==> src/rtl/etapa_ejecucion_pkg.sv <==
// etapa_ejecucion_pkg: opcodes, FSM state encoding and default data width for the execution stage
package etapa_ejecucion_pkg;
  localparam int ANCHO_DEF = 16;
  localparam logic [2:0] OP_SUMA  = 3'd0;
  localparam logic [2:0] OP_RESTA = 3'd1;
  localparam logic [2:0] OP_AND   = 3'd2;
  localparam logic [2:0] OP_OR    = 3'd3;
  localparam logic [2:0] OP_XOR   = 3'd4;
  localparam logic [2:0] OP_SHL   = 3'd5;
  localparam logic [2:0] OP_SHR   = 3'd6;
  localparam logic [2:0] OP_MULT  = 3'd7;
  localparam logic [1:0] REPOSO    = 2'd0;
  localparam logic [1:0] LECTURA   = 2'd1;
  localparam logic [1:0] CALCULO   = 2'd2;
  localparam logic [1:0] ESCRITURA = 2'd3;
endpackage

==> src/rtl/multiplicador_secuencial.sv <==
// multiplicador_secuencial: unsigned shift-add multiplier (clk, rst, start, a, b -> done pulse, producto), first bit folded into the start edge
module multiplicador_secuencial
  import etapa_ejecucion_pkg::*;
#(
  parameter int ANCHO  = ANCHO_DEF,
  parameter int CICLOS = ANCHO
) (
  input  logic                 clk,
  input  logic                 rst,
  input  logic                 start,
  input  logic [ANCHO-1:0]     a,
  input  logic [ANCHO-1:0]     b,
  output logic                 done,
  output logic [2*ANCHO-1:0]   producto
);
  localparam int CW = $clog2(CICLOS);
  logic [2*ANCHO-1:0] mcand;
  logic [ANCHO-1:0]   mplier;
  logic [CW-1:0]      cnt;
  logic               busy;
  always_ff @(posedge clk) begin
    if (rst) begin
      busy     <= 1'b0;
      done     <= 1'b0;
      cnt      <= '0;
      mcand    <= '0;
      mplier   <= '0;
      producto <= '0;
    end else if (start) begin
      mcand    <= {{ANCHO{1'b0}}, a} << 1;
      mplier   <= b >> 1;
      producto <= b[0] ? {{ANCHO{1'b0}}, a} : '0;
      cnt      <= CW'(1);
      busy     <= 1'b1;
      done     <= 1'b0;
    end else begin
      done <= busy && cnt == CW'(CICLOS - 1);
      if (busy) begin
        producto <= producto + (mplier[0] ? mcand : '0);
        mcand    <= mcand << 1;
        mplier   <= mplier >> 1;
        cnt      <= cnt + CW'(1);
        busy     <= cnt != CW'(CICLOS - 1);
      end
    end
  end
endmodule

==> src/rtl/etapa_ejecucion.sv <==
// etapa_ejecucion: read-compute-writeback stage for the 8x16 register bank (bank read addrs/data in, write port and flags out)
module etapa_ejecucion
  import etapa_ejecucion_pkg::*;
#(
  parameter int ANCHO       = ANCHO_DEF,
  parameter int CICLOS_MULT = ANCHO
) (
  input  logic             Reloj,
  input  logic             Reiniciar,
  input  logic             Inicio,
  input  logic [2:0]       Operacion,
  input  logic [2:0]       DirFuenteA,
  input  logic [2:0]       DirFuenteB,
  input  logic [2:0]       DirDestino,
  input  logic [ANCHO-1:0] RtaA,
  input  logic [ANCHO-1:0] RtaB,
  output logic [2:0]       DireccionA,
  output logic [2:0]       DireccionB,
  output logic [ANCHO-1:0] Tupla,
  output logic [2:0]       DireccionEscritura,
  output logic             Habilitar,
  output logic             Ocupado,
  output logic             Listo,
  output logic             Acarreo,
  output logic             Cero
);
  localparam int SW = $clog2(ANCHO);
  logic [1:0]         estado;
  logic [2:0]         op;
  logic [ANCHO-1:0]   opa, opb, alu_r;
  logic [ANCHO:0]     suma, resta;
  logic               alu_c, acarreo_pend, mult_done;
  logic [2*ANCHO-1:0] producto;
  assign Ocupado   = estado != REPOSO;
  assign Habilitar = estado == ESCRITURA;
  assign Listo     = estado == ESCRITURA;
  assign suma  = {1'b0, opa} + {1'b0, opb};
  assign resta = {1'b0, opa} - {1'b0, opb};
  always_comb begin
    alu_r = '0;
    alu_c = 1'b0;
    case (op)
      OP_SUMA:  {alu_c, alu_r} = suma;
      OP_RESTA: {alu_c, alu_r} = resta;
      OP_AND:   alu_r = opa & opb;
      OP_OR:    alu_r = opa | opb;
      OP_XOR:   alu_r = opa ^ opb;
      OP_SHL:   alu_r = opa << opb[SW-1:0];
      OP_SHR:   alu_r = opa >> opb[SW-1:0];
      default:  alu_r = '0;
    endcase
  end
  // The multiplier loads straight from the bank on the LECTURA->CALCULO edge so its
  // 16 iterations fill exactly the 16 CALCULO cycles.
  multiplicador_secuencial #(.ANCHO(ANCHO), .CICLOS(CICLOS_MULT)) u_mult (
    .clk      (Reloj),
    .rst      (Reiniciar),
    .start    (estado == LECTURA && op == OP_MULT),
    .a        (RtaA),
    .b        (RtaB),
    .done     (mult_done),
    .producto (producto)
  );
  always_ff @(posedge Reloj) begin
    if (Reiniciar) begin
      estado             <= REPOSO;
      op                 <= '0;
      DireccionA         <= '0;
      DireccionB         <= '0;
      DireccionEscritura <= '0;
      opa                <= '0;
      opb                <= '0;
      Tupla              <= '0;
      acarreo_pend       <= 1'b0;
      Acarreo            <= 1'b0;
      Cero               <= 1'b0;
    end else begin
      case (estado)
        REPOSO: if (Inicio) begin
          op                 <= Operacion;
          DireccionA         <= DirFuenteA;
          DireccionB         <= DirFuenteB;
          DireccionEscritura <= DirDestino;
          estado             <= LECTURA;
        end
        LECTURA: begin
          opa    <= RtaA;
          opb    <= RtaB;
          estado <= CALCULO;
        end
        CALCULO: if (op != OP_MULT || mult_done) begin
          Tupla        <= op == OP_MULT ? producto[ANCHO-1:0] : alu_r;
          acarreo_pend <= op == OP_MULT ? |producto[2*ANCHO-1:ANCHO] : alu_c;
          estado       <= ESCRITURA;
        end
        ESCRITURA: begin
          Acarreo <= acarreo_pend;
          Cero    <= Tupla == '0;
          estado  <= REPOSO;
        end
      endcase
    end
  end
endmodule

==> config.mk <==
export PLATFORM = sky130hd
export DESIGN_NAME = etapa_ejecucion
export DESIGN_NICKNAME = d
export VERILOG_FILES = /design/src/rtl/etapa_ejecucion_pkg.sv /design/src/rtl/multiplicador_secuencial.sv /design/src/rtl/etapa_ejecucion.sv
export SDC_FILE = /design/constraint.sdc
export NUM_CORES = 1
export LEC_CHECK = 0
export CELL_PAD_IN_SITES_DETAIL_PLACEMENT = 2
export CELL_PAD_IN_SITES_GLOBAL_PLACEMENT = 2
export CORE_MARGIN = 2
export CORE_UTILIZATION = 33
export CTS_BUF_LIST = sky130_fd_sc_hd__clkbuf_8
export CTS_CLUSTER_DIAMETER = 60
export DETAILED_ROUTE_END_ITERATION = 6
export GPL_TIMING_DRIVEN = 1
export MAX_ROUTING_LAYER = met4
export PLACE_DENSITY_LB_ADDON = 0.1
export SYNTH_ARGS = -nofsm -noshare
export SYNTH_HDL_FRONTEND = slang
export SYNTH_SLANG_ARGS = --single-unit
==> constraint.sdc <==
create_clock -name Reloj -period 3.2 [get_ports Reloj]
set_clock_uncertainty 0.15 [all_clocks]
set_input_delay 0.48 -clock Reloj [delete_from_list [all_inputs] [get_ports Reloj]]
set_output_delay 0.48 -clock Reloj [all_outputs]
set_load 0.02 [all_outputs]
# Yosys cells after proc, flatten, opt, wreduce, memory -nomap -nowiden
# Index checks and enable logic that the tools add are counted.
[classes]
bitwise_logic = 3
muxes = 19
addsub = 4
n_reduce_logical = 13
n_shift = 2
n_eq_ne = 15
[ops]
columns = ["cell", "count"]
rows = [
  ["16-bit case mux with 7 select lines", 1],
  ["32-bit two-way mux", 3],
  ["17-bit two-way mux", 2],
  ["32-bit adder", 1],
  ["16-bit two-way mux", 2],
  ["15-bit two-way mux", 2],
  ["16-bit by 16-bit adder with 17-bit output", 1],
  ["16-bit by 16-bit subtractor with 17-bit output", 1],
  ["16-bit AND", 1],
  ["16-bit zero test", 1],
  ["16-bit bitwise OR", 1],
  ["16-bit OR reduction", 1],
  ["16-bit by 4-bit << shifter with 16-bit output", 1],
  ["16-bit by 4-bit >> shifter with 16-bit output", 1],
  ["16-bit XOR", 1],
  ["3-bit == test, second input constant", 4],
  ["2-bit case mux with 4 select lines", 1],
  ["3-bit by 2-bit == test with 1-bit output, second input constant", 2],
  ["2-bit AND reduction", 3],
  ["1-bit two-way mux", 5],
  ["4-bit by 1-bit adder with 4-bit output, second input constant", 1],
  ["2-bit == test, second input constant", 2],
  ["4-bit == test, second input constant", 1],
  ["2-bit two-way mux", 2],
  ["other kinds (12)", 15],
]
[totals]
out_inout_bits = 30
wordCells = 75
in_bits = 47
register_bits = 149

# Depth between registers and ports, before layout
# Gate-level depths: netlist of run 1.
[logic_depth]
depth_word = 4
depth_mapped = 14
ltp_nobuf = 13

# By module
# Synthesis of run 1 repeated with hierarchy kept, for this count alone.
[hier_totals]
hier_cells = 1529
hier_area_um2 = 11927.7
[modules_own_cells]
columns = ["mod", "cells_each", "instances", "area_per_inst_um2"]
rows = [
  ["etapa_ejecucion", 853, 1, 6527.5],
  ["multiplicador_secuencial", 676, 1, 5400.2],
]

# Least setup slack after synthesis of run 1
# No wires, ideal clock.
[synth_timing]
path_type = "flip-flop to flip-flop"
from = "register opb[2]"
to = "register Tupla[7]"
arrival_time_ns = 3.167
synth_period_minus_slack_ns = 3.409
stages_incl_launch_ff = 15
slack_ns = -0.209
setup_ns = 0.092
t_required_ns = 2.958
path_cell_list = "dfxtp_1 -> clkbuf_1 -> inv_1 -> buf_1 -> ha_1 -> buf_2 -> inv_1 -> a21oi_1 -> o21ba_2 -> o21ai_0 -> a21oi_1 -> or4b_2 -> a21oi_1 -> nor3_1 -> nor4_1"
[synth_via]
elab_chain_cells = 3
[synth_lines]
columns = ["element", "line_no", "text"]
rows = [
  ["start: declaration", "etapa_ejecucion.sv:30", "logic [ANCHO-1:0] opa, opb, alu_r;"],
  ["start signal: assignment", "etapa_ejecucion.sv:88", "opb <= RtaB;"],
  ["16-bit by 16-bit subtractor with 17-bit output, or another cell as far along", "etapa_ejecucion.sv:38", "assign resta = {1'b0, opa} - {1'b0, opb};"],
  ["16-bit case mux with 7 select lines (*)", "etapa_ejecucion.sv:42", "case (op)"],
  ["16-bit two-way mux (*)", "etapa_ejecucion.sv:92", "Tupla <= op == OP_MULT ? producto[ANCHO-1:0] : alu_r;"],
  ["end signal: assignment", "etapa_ejecucion.sv:92", ""],
  ["end: declaration", "etapa_ejecucion.sv:19", "output logic [ANCHO-1:0] Tupla,"],
]
# Every way passes the cells marked *; elsewhere a longest branch is shown, timed or not.
# A chain may end at the register's enable or synchronous reset.

# Final worst setup path of run 1
[layout_timing]
from = "register u_mult.mcand[1]"
to = "register u_mult.producto[31]"
[layout_via]
elab_chain_cells = 4
[layout_lines]
columns = ["element", "line_no", "text"]
rows = [
  ["start: declaration", "multiplicador_secuencial.sv:17", "logic [2*ANCHO-1:0] mcand;"],
  ["start signal: assignment", "multiplicador_secuencial.sv:30", "mcand <= {{ANCHO{1'b0}}, a} << 1;"],
  ["start signal: assignment", "multiplicador_secuencial.sv:40", "mcand <= mcand << 1;"],
  ["32-bit two-way mux", "multiplicador_secuencial.sv:39", "producto <= producto + (mplier[0] ? mcand : '0);"],
  ["32-bit adder", "multiplicador_secuencial.sv:39", ""],
  ["32-bit two-way mux", "multiplicador_secuencial.sv:38", "if (busy) begin"],
  ["32-bit two-way mux", "multiplicador_secuencial.sv:29", "end else if (start) begin"],
  ["end signal: assignment", "multiplicador_secuencial.sv:32", "producto <= b[0] ? {{ANCHO{1'b0}}, a} : '0;"],
  ["end signal: assignment", "multiplicador_secuencial.sv:39", ""],
  ["end: declaration", "multiplicador_secuencial.sv:14", "output logic [2*ANCHO-1:0] producto"],
]
# No other way between the ends. The select of a mux whose other input is x is not followed.

==> impl.org, run 1 <==
** Power
- Sequential cells account for 26.1% of the total power.
- Fraction of power spent switching nets :: 44.5%
- Share of total power in combinational logic :: 55.6%
- The clock network is responsible for 18.3% of the overall power.
- In this run the static leakage power is 5.56 nW.
- The internal power of the cells totals 4.75 mW.
- Pwr/cell area :: 594 nW/um^2
- The worst-case IR drop observed on VDD is 0.343 mV.
- In this run the power spent charging and discharging nets is 3.81 mW.

** Routing
- After detailed routing, the number of remaining DRC violations is 0.
- In the final routed layout, each cell accounts on average for 23.4 um.
- Via density per instance :: 5.64
- The routed layout has 11,846 vias.
- The first detailed-routing pass took 5 iterations.
- Detail Route Antenna Nets :: 0
- DRT Wirelength :: 49.1 mm
- The highest metal layer carrying signal wires in the routed design is met4.
- Initial detailed-routing violation count :: 598
- The routed design uses 23.4 mm of met2 wire.
- Wire length on met3 :: 2.05 mm
- Met1 Routed Length :: 22.3 mm

** Place
- Quantity of I/O buffers inserted on ports :: 76
- Placed Instance Area :: 13,600 sq um
- Detailed placement finished with a half-perimeter wire length of 37.5 mm.
- The congestion estimate from routability-driven global placement came to 0.920.
- The number of placed instances, taps included, is 2,057.

** Floorplan
- DIE HEIGHT :: 188 um
- Count of standard-cell rows :: 67
- The initial utilization of the core area, before any placement, comes to 33.5%.
- Full die area :: 35,500 sq um
- In this run the standard cell core region covers 33,500 sq um.
- I/O pin count :: 77
- In this run the horizontal extent of the chip is 188 um.

** Critical path
- At the worst endpoint, the required time is 3.44 ns.
- STA classifies the critical path endpoint as a flop.
- R2R Path Start :: u_mult.mcand[1]
- Crit Reg-Reg Endpoint :: u_mult.producto[31]
- Critical setup path kind :: flop to flop
- Of all nets on the critical path, the largest fanout is 4.
- The worst register-to-register path has a depth of 13.
- The worst setup path is launched from a flop.
- STA puts the critical path data arrival time at 3.56 ns.
- Worst R2R Setup Slack :: -0.12 ns

** CTS
- Clock tree from TritonCTS :: done
- TritonCTS buffer count :: 17
- Number of sinks on the clock net :: 149
- Buffer depth of the longest clock path :: 2
- The cell sitting at the root of the clock tree is a sky130_fd_sc_hd__clkbuf_8.
- The clock reaches the later pin of the worst-skew pair after 0.51 ns.
- In this run, post-CTS hold repair placed 0 buffers.
- Total number of H-tree levels :: 4
- After clock tree synthesis, the clock-pin slew on the worst setup and hold paths is 0.09 ns.

** Global routing
- Global routing consumed, over all layers together, 28.4% of the routing resources.
- Grt ovf :: 0
- The number of antenna violations at the first check in global routing is 0.
- Largest net degree at the start of global routing :: 73
- Wire length of the first global-routing pass :: 75.4 mm
- The via count of the first global-routing pass is 12,858.

** Synthesis
- In this run, distinct cell masters in the synthesized netlist total 70.
- Yosys mapped a number of flops with a built-in enable equal to 0.
- The mapped netlist covers 11,200 sq um.
- Mean cell area of the mapped netlist :: 7.71 sq um
- The Yosys step of the flow raised 0 warnings.
- In this run, synthesis produced a sequential element count of 149.
- In the synthesized netlist the async set-or-reset flop fraction comes to 0%.
- Number of standard cells after synthesis :: 1,456
- Most instantiated flip-flop cell in the synthesis netlist :: sky130_fd_sc_hd__dfxtp_1
- Sequential elements use 26.6% of the synthesized area.
- The number of nets handed over by synthesis was 1,594.

** Min path
- For hold timing, the worst endpoint is opb[12].
- The worst hold path was traced through 2 stages.
- The min-delay analysis places its worst path in the category input port to flop.
- The startpoint identified for the worst hold timing path is Reiniciar.

** Timing
- Number of max-slew violations in the final report :: 0
- The count of final hold-check violations came to 0.
- Actual transition at the worst max-transition pin :: 1.43 ns
- Final worst-path setup slack :: -0.122 ns
- Max Fclk :: 301 MHz
- In this run the tightest slew margin relative to its limit is 3.94%.
- Across all hold checks on the routed design, the worst slack comes to 0.279 ns.
- Setup violations remaining at the end of the flow were counted as 3.
- In the finished design, the share of the clock period the worst path needs comes to 104%.
- Setup repair after global routing could not meet its margin everywhere.
- Subtracting the final worst setup slack from the clock period gives 3.32 ns.

** Cells and area
- Design Area, Final :: 14,400 sq um
- Leaving out fill and tap cells, the most frequent cell in the layout is sky130_fd_sc_hd__nor2_1.
- Highest-count cells in the layout ignoring fill and taps :: sky130_fd_sc_hd__nor2_1, sky130_fd_sc_hd__buf_4, sky130_fd_sc_hd__dfxtp_1
- Number of antenna diodes :: 0
- Leaving out filler cells and counting taps, the final layout contains 2,100.
- Layout net count :: 1,777
- Relative to the synthesized area, the layout overhead comes to 28.4%.
- Share of cells above drive strength 1 :: 18.5%

** Job
- Max-capacitance violation count :: 0

** Status
- The run finished, with violations left.
- Violations in the final reports :: negative setup slack
cells by family after synthesis:
group / after synthesis / share of synthesized area [%]
buf+inv: 166 / 5.59
compound gates: 387 / 22.8
xor+xnor: 33 / 2.57
mux: 118 / 11.3
simple gates: 512 / 20.8
flops: 149 / 26.6
fa+ha+maj: 91 / 10.3
how the worst max path moves through the flow:
| stage | start | to | slack, ns | depth (start not counted) |
|---|---|---|---|---|
| after floorplan | u_mult.mplier[0] | u_mult.producto[31] | -0.01 | 14 |
| after global placement | u_mult.mplier[0] | u_mult.producto[31] | -0.14 | 13 |
| after CTS | u_mult.mplier[0] | u_mult.producto[31] | -0.18 | 13 |
| final | u_mult.mcand[1] | u_mult.producto[31] | -0.12 | 13 |
| after global routing | u_mult.mplier[0] | u_mult.producto[31] | -0.28 | 13 |
| after detailed placement | u_mult.mplier[0] | u_mult.producto[25] | -0.22 | 13 |
flip-flops by register name (all words and copies together), names as in the netlist:
name and flops:
Acarreo 1, u_mult.mcand 31, DireccionB 3, DireccionEscritura 3
estado 2, u_mult.busy 1, u_mult.done 1, opa 16
op 3, opb 16, DireccionA 3, Cero 1
u_mult.cnt 4, u_mult.producto 32, Tupla 16, acarreo_pend 1
u_mult.mplier 15
critical path, cell delays in order (launching register included):
cell	delay (ns)
sky130_fd_sc_hd__dfxtp_1	0.36
sky130_fd_sc_hd__and2_4	0.16
sky130_fd_sc_hd__ha_4	0.13
sky130_fd_sc_hd__inv_2	0.03
sky130_fd_sc_hd__fa_2	0.34
sky130_fd_sc_hd__nand2b_4	0.16
sky130_fd_sc_hd__a21o_1	0.21
sky130_fd_sc_hd__a2111oi_4	0.48
sky130_fd_sc_hd__o31ai_4	0.14
sky130_fd_sc_hd__a211o_1	0.36
sky130_fd_sc_hd__a2111oi_4	0.35
sky130_fd_sc_hd__nor4b_2	0.11
sky130_fd_sc_hd__o21ai_1	0.14
sky130_fd_sc_hd__o31ai_1	0.09
synth_stat cells, types with 7 or more instances:
cell / number / area [sq um]
sky130_fd_sc_hd__nand3_1: 26 / 130
sky130_fd_sc_hd__nor2_1: 195 / 732
sky130_fd_sc_hd__nand2_1: 129 / 484
sky130_fd_sc_hd__dfxtp_1: 149 / 2980
sky130_fd_sc_hd__buf_1: 14 / 52.6
sky130_fd_sc_hd__ha_1: 88 / 1100
sky130_fd_sc_hd__inv_1: 71 / 267
sky130_fd_sc_hd__a211oi_1: 55 / 413
sky130_fd_sc_hd__o221ai_1: 11 / 96.3
sky130_fd_sc_hd__o21bai_1: 12 / 90.1
sky130_fd_sc_hd__o21ai_0: 82 / 410
sky130_fd_sc_hd__xor2_1: 12 / 105
sky130_fd_sc_hd__a22oi_1: 7 / 52.6
sky130_fd_sc_hd__or3_1: 12 / 75.1
sky130_fd_sc_hd__nor3_1: 47 / 235
sky130_fd_sc_hd__o211ai_1: 8 / 60.1
sky130_fd_sc_hd__a21o_1: 13 / 97.6
sky130_fd_sc_hd__a31oi_1: 14 / 87.6
sky130_fd_sc_hd__a221oi_1: 7 / 61.3
sky130_fd_sc_hd__xnor2_1: 21 / 184
sky130_fd_sc_hd__nand2b_1: 14 / 87.6
sky130_fd_sc_hd__nor4_1: 14 / 87.6
sky130_fd_sc_hd__a211o_1: 7 / 61.3
sky130_fd_sc_hd__nor2b_1: 16 / 100
sky130_fd_sc_hd__o22ai_1: 9 / 56.3
sky130_fd_sc_hd__a21oi_1: 106 / 531
sky130_fd_sc_hd__mux4_2: 7 / 158
sky130_fd_sc_hd__clkbuf_1: 79 / 297
sky130_fd_sc_hd__and2_1: 32 / 200
sky130_fd_sc_hd__mux2i_1: 108 / 1080
power by group through the flow:
stage | Clock [mW] | Sequential [mW] | Combinational [mW]
floorplan | 0 | 2.30 | 2.50
global placement | 0 | 2.25 | 4.40
detailed placement | 0 | 2.27 | 4.51
CTS | 1.62 | 2.23 | 4.64
global route | 1.68 | 2.25 | 5.14
finish | 1.57 | 2.24 | 4.76
timing repair:
item	in CTS	in global routing
endpoints found under the setup margin	18	20
pin swaps	19	27
setup buffers	9	7
resized for setup	40	49
stage by stage:
| stage | total power, mW | worst slack, ns | setup TNS, ns | utilization, % |
|---|---|---|---|---|
| after floorplan | 4.79 | -0.0134 | -0.0134 | - |
| after CTS | 8.49 | -0.178 | -0.348 | 42.3 |
| after global placement | 6.65 | -0.136 | -0.456 | 40.5 |
| after global routing | 9.08 | -0.285 | -0.805 | 43.0 |
| after detailed placement | 6.78 | -0.216 | -1.79 | 40.5 |
| final | 8.57 | -0.122 | -0.295 | 43.0 |
routing by layer:
layer  global-route usage, %  up-vias
met2                    45.9      238
met3                    4.66       63
met5                       -        -
met4                    10.1        0
met1                    35.7     5989
li1                        -     5556
layout make-up:
type	count	area [sq um]
multi-input combinational	1141	8020
clock buffer	18	248
sequential	149	2990
timing repair buffer	259	2190
inverter	71	267
tap	448	561
clock inverter	14	151
fill	3813	19100
Power figures use the tool's default switching activity.
==> run 2, diff against run 1 <==
--- a/config.mk
+++ b/config.mk
@@ -13,8 +13,10 @@
 export CTS_CLUSTER_DIAMETER = 60
 export DETAILED_ROUTE_END_ITERATION = 6
 export GPL_TIMING_DRIVEN = 1
+export HOLD_SLACK_MARGIN = 0.1
 export MAX_ROUTING_LAYER = met4
 export PLACE_DENSITY_LB_ADDON = 0.1
+export SKIP_CTS_REPAIR_TIMING = 1
 export SYNTH_ARGS = -nofsm -noshare
 export SYNTH_HDL_FRONTEND = slang
 export SYNTH_SLANG_ARGS = --single-unit
==> run 2 against run 1 <==
Largest power group unchanged. Register-to-register slack lost 0.12 ns. The run still ends with negative setup slack left. Sequential share of layout area is essentially flat. Critical endpoint unchanged. Final cell count shrank 0.14%. Critical path type unchanged. Setup slack lost 0.12 ns. Non-clock buffer count shrank 3.
==> impl.org, run 2 (same netlist as run 1, synthesis figures left out) <==
** Status
- Result of the run :: finished, violations left
- The checks that failed: negative setup slack.

** Global routing
- The via count of the first global-routing pass is 12,723 (-1.0%).
- Grt ovf :: 0 (unchanged)
- The total global-route track usage is 27.9% (-0.50 points).
- Largest net degree at the start of global routing :: 73 (unchanged)
- The number of antenna violations at the first check in global routing was 0 (unchanged).
- Wire length of the first global-routing pass :: 74.2 mm (-1.5%)

** Cells and area
- Leaving out fill and tap cells, the most frequent cells in the layout are sky130_fd_sc_hd__nor2_1, sky130_fd_sc_hd__buf_4, sky130_fd_sc_hd__dfxtp_1.
- Design Area, Final :: 14,400 sq um (about the same)
- Leaving out fill and tap cells, the most frequent cell in the layout is sky130_fd_sc_hd__nor2_1.
- Number of flip-flops under the largest register name :: 32 (unchanged)
- The register with the most flip-flops in the final layout is u_mult.producto.
- The number of antenna diodes is 0 (unchanged).
- The core occupancy in the finished layout was 43.0% (about the same).
- The layout-stage area growth over the synthesis result came to 28.5% (about the same).
- The count of nets after finishing is 1,774 (-0.17%).
- The fraction of layout instances using a drive strength above 1 came to 18.5% (-0.027 points).
- Registers with the most flip-flops :: u_mult.producto (32), u_mult.mcand (31)

** CTS
- Clock-pin slew of the registers on the worst-case setup and hold paths :: 0.09 ns (about the same)
- Number of sinks on the clock net :: 149 (unchanged)
- The clock latency of the later-clocked register in the worst-skew pair was 0.52 ns (about the same).
- TritonCTS buffer count :: 17 (unchanged)
- Buffer depth of the longest clock path :: 2 (unchanged)
- Buffer cell driving the clock tree root :: sky130_fd_sc_hd__clkbuf_8
- The number of H-tree levels was 4 (unchanged).
- TritonCTS built the clock tree.

** Critical path
- The logic depth of the worst register-to-register path was 13 (unchanged).
- Required time worst endpoint :: 3.45 ns (about the same)
- CP peak stage delay :: 0.44 ns (-0.04 ns)
- Launching element of the worst setup path :: u_mult.mplier[0]
- Cell with the most instances on the worst path :: sky130_fd_sc_hd__a2111oi_4
- In this run the worst setup path terminates at u_mult.producto[31].
- Worst R2R Setup Slack :: -0.25 ns (-0.12 ns)
- Crit Reg-Reg Endpoint :: u_mult.producto[31]
- The worst setup path is launched from a flop.
- The worst setup path is captured at a flop.
- R2R Path Start :: u_mult.mplier[0]
- Family with the most delay on the worst path :: compound AO/OA/AOI/OAI gates
- Critical Path Slowest Stage Cell :: sky130_fd_sc_hd__a2111oi_4
- Walking the worst path, the cells encountered are and2_4, ha_4, inv_2, fa_2, nand2b_4, a21o_1, a2111oi_4, o31ai_4, a211o_1, a2111oi_4, nor4b_2, o21ai_1, o31ai_1.
- The critical-path maximum fanout came to 4 (unchanged).
- The critical path is of the flop to flop type.
- The buffer and inverter count on the worst path was 1 (unchanged).
- The endpoint arrival time on the critical path was 3.70 ns (+0.14 ns).
- CP Depth :: 13 (unchanged)

** Timing
- Number of max-slew violations in the final report :: 0 (unchanged)
- Final hold violation count :: 0 (unchanged)
- Post-route fraction of the period consumed by the critical path :: 108% (+3.9 points)
- The final setup slack of the worst path is -0.245 ns (-0.124 ns).
- Actual transition at the worst max-transition pin :: 1.43 ns (+0.00146 ns)
- Final Setup Violations :: 4 (+1)
- The minimum clock period is 3.45 ns (+0.124 ns).
- The setup total negative slack was -0.541 ns (-0.246 ns).
- Max Fclk :: 290 MHz (-3.6%)
- Unrepaired setup endpoints after global routing :: yes
- The max-slew headroom at the worst pin came to 3.84% (-0.098 points).

** Place
- Placed Instance Area :: 13,600 sq um (unchanged)
- Worst Setup Slack post-DPL :: -0.216 ns (unchanged)
- Estimated wirelength of the detail-placed design :: 37.5 mm (unchanged)
- The count of input and output buffers was 76 (unchanged).
- Routability-driven placement congestion ratio :: 0.920 (unchanged)

** Routing
- Initial detailed-routing violation count :: 573 (-4.2%)
- The average vias per placed instance came to 5.63 (-0.22%).
- Number of optimization iterations in the first detailed-route pass :: 5 (unchanged)
- The final routed wirelength across all metal layers was 48.5 mm (-1.1%).
- Routed wirelength normalized by instance count :: 23.1 um (-0.97%)
- The number of vias in the routed layout came to 11,803 (-0.36%).
- The DRC violation count after routing came to 0 (unchanged).
- Detail Route Antenna Nets :: 0 (unchanged)

** Floorplan
- Count of standard-cell rows :: 67 (unchanged)
- The area inside the core boundary is 33,500 sq um (unchanged).
- The die outline area was 35,500 sq um (unchanged).
- DIE HEIGHT :: 188 um (unchanged)
- The number of placed I/O pins is 77 (unchanged).
- Effective utilization at floorplan :: 33.5% (unchanged)
- The die outline width was 188 um (unchanged).

** Job
- The count of max-cap constraint violations came to 0 (unchanged).

** Power
- Pwr/cell area :: 596 nW/um^2 (+0.29%)
- Peak supply drop :: 0.342 mV (-0.19%)
- Overall Power :: 8.59 mW (+0.30%)
- The reported leakage power is 5.58 nW (+0.24%).

** Min path
- Type of the tightest min-delay check :: input port to flop
run 2: cell count changes in the layout (fill, tap and decap cells not counted), sizes merged:
cell  delta
buf      -3
run 2: worst register-to-register path, cell delays in order (launching register included):
cell	delay (ns)
sky130_fd_sc_hd__dfxtp_4	0.38
sky130_fd_sc_hd__and2_4	0.15
sky130_fd_sc_hd__ha_4	0.13
sky130_fd_sc_hd__inv_2	0.04
sky130_fd_sc_hd__fa_2	0.39
sky130_fd_sc_hd__nand2b_4	0.16
sky130_fd_sc_hd__a21o_1	0.21
sky130_fd_sc_hd__a2111oi_4	0.44
sky130_fd_sc_hd__o31ai_4	0.16
sky130_fd_sc_hd__a211o_1	0.39
sky130_fd_sc_hd__a2111oi_4	0.41
sky130_fd_sc_hd__nor4b_2	0.10
sky130_fd_sc_hd__o21ai_1	0.15
sky130_fd_sc_hd__o31ai_1	0.09
run 2: worst min path at each step:
stage | startpoint | to | cells past startpoint
floorplan | u_mult.producto[0] | u_mult.producto[0] | 2
global placement | DireccionB[0] | DireccionB[0] | 2
detailed placement | DireccionEscritura[2] | DireccionEscritura[2] | 2
CTS | Reiniciar | opb[8] | 2
global route | Reiniciar | u_mult.cnt[0] | 2
finish | Reiniciar | opb[14] | 2
run 2: power breakdown:
part,total (mW),internal (mW),switching [mW]
clock,1.57,0.717,0.855
combinational,4.78,2.01,2.77
sequential,2.24,2.03,0.204
run 2: cell type report:
| cell class | instances | area (sq um) |
|---|---|---|
| multi-input combinational | 1141 | 8040 |
| clock inverter | 14 | 151 |
| timing repair buffer | 256 | 2170 |
| inverter | 71 | 269 |
| clock buffer | 18 | 248 |
| fill | 3804 | 19100 |
| tap | 448 | 561 |
| sequential | 149 | 2990 |
run 2: through the flow:
| stage | std cells | hold slack (ns) |
|---|---|---|
| floorplan | 1456 | 0.282 |
| global placement | 2057 | 0.291 |
| detailed placement | 2057 | 0.304 |
| CTS | 2089 | 0.254 |
| global route | 2097 | 0.299 |
| finish | 2097 | 0.262 |
run 2: layer usage:
layer	up-vias	global-route usage (%)	wire [um]
met1	5933	35.3	22200
met2	262	45.0	22800
met4	0	9.41	1370
met5	-	-	0
li1	5541	-	-
met3	67	4.67	2200
==> run 3, diff against run 2 <==
--- a/config.mk
+++ b/config.mk
@@ -10,7 +10,7 @@
 export CORE_MARGIN = 2
 export CORE_UTILIZATION = 33
 export CTS_BUF_LIST = sky130_fd_sc_hd__clkbuf_8
-export CTS_CLUSTER_DIAMETER = 60
+export CTS_CLUSTER_DIAMETER = 100
 export DETAILED_ROUTE_END_ITERATION = 6
 export GPL_TIMING_DRIVEN = 1
 export HOLD_SLACK_MARGIN = 0.1
==> results of run 3 <==
Final layout, timing and power as in run 2 (identical DEF).
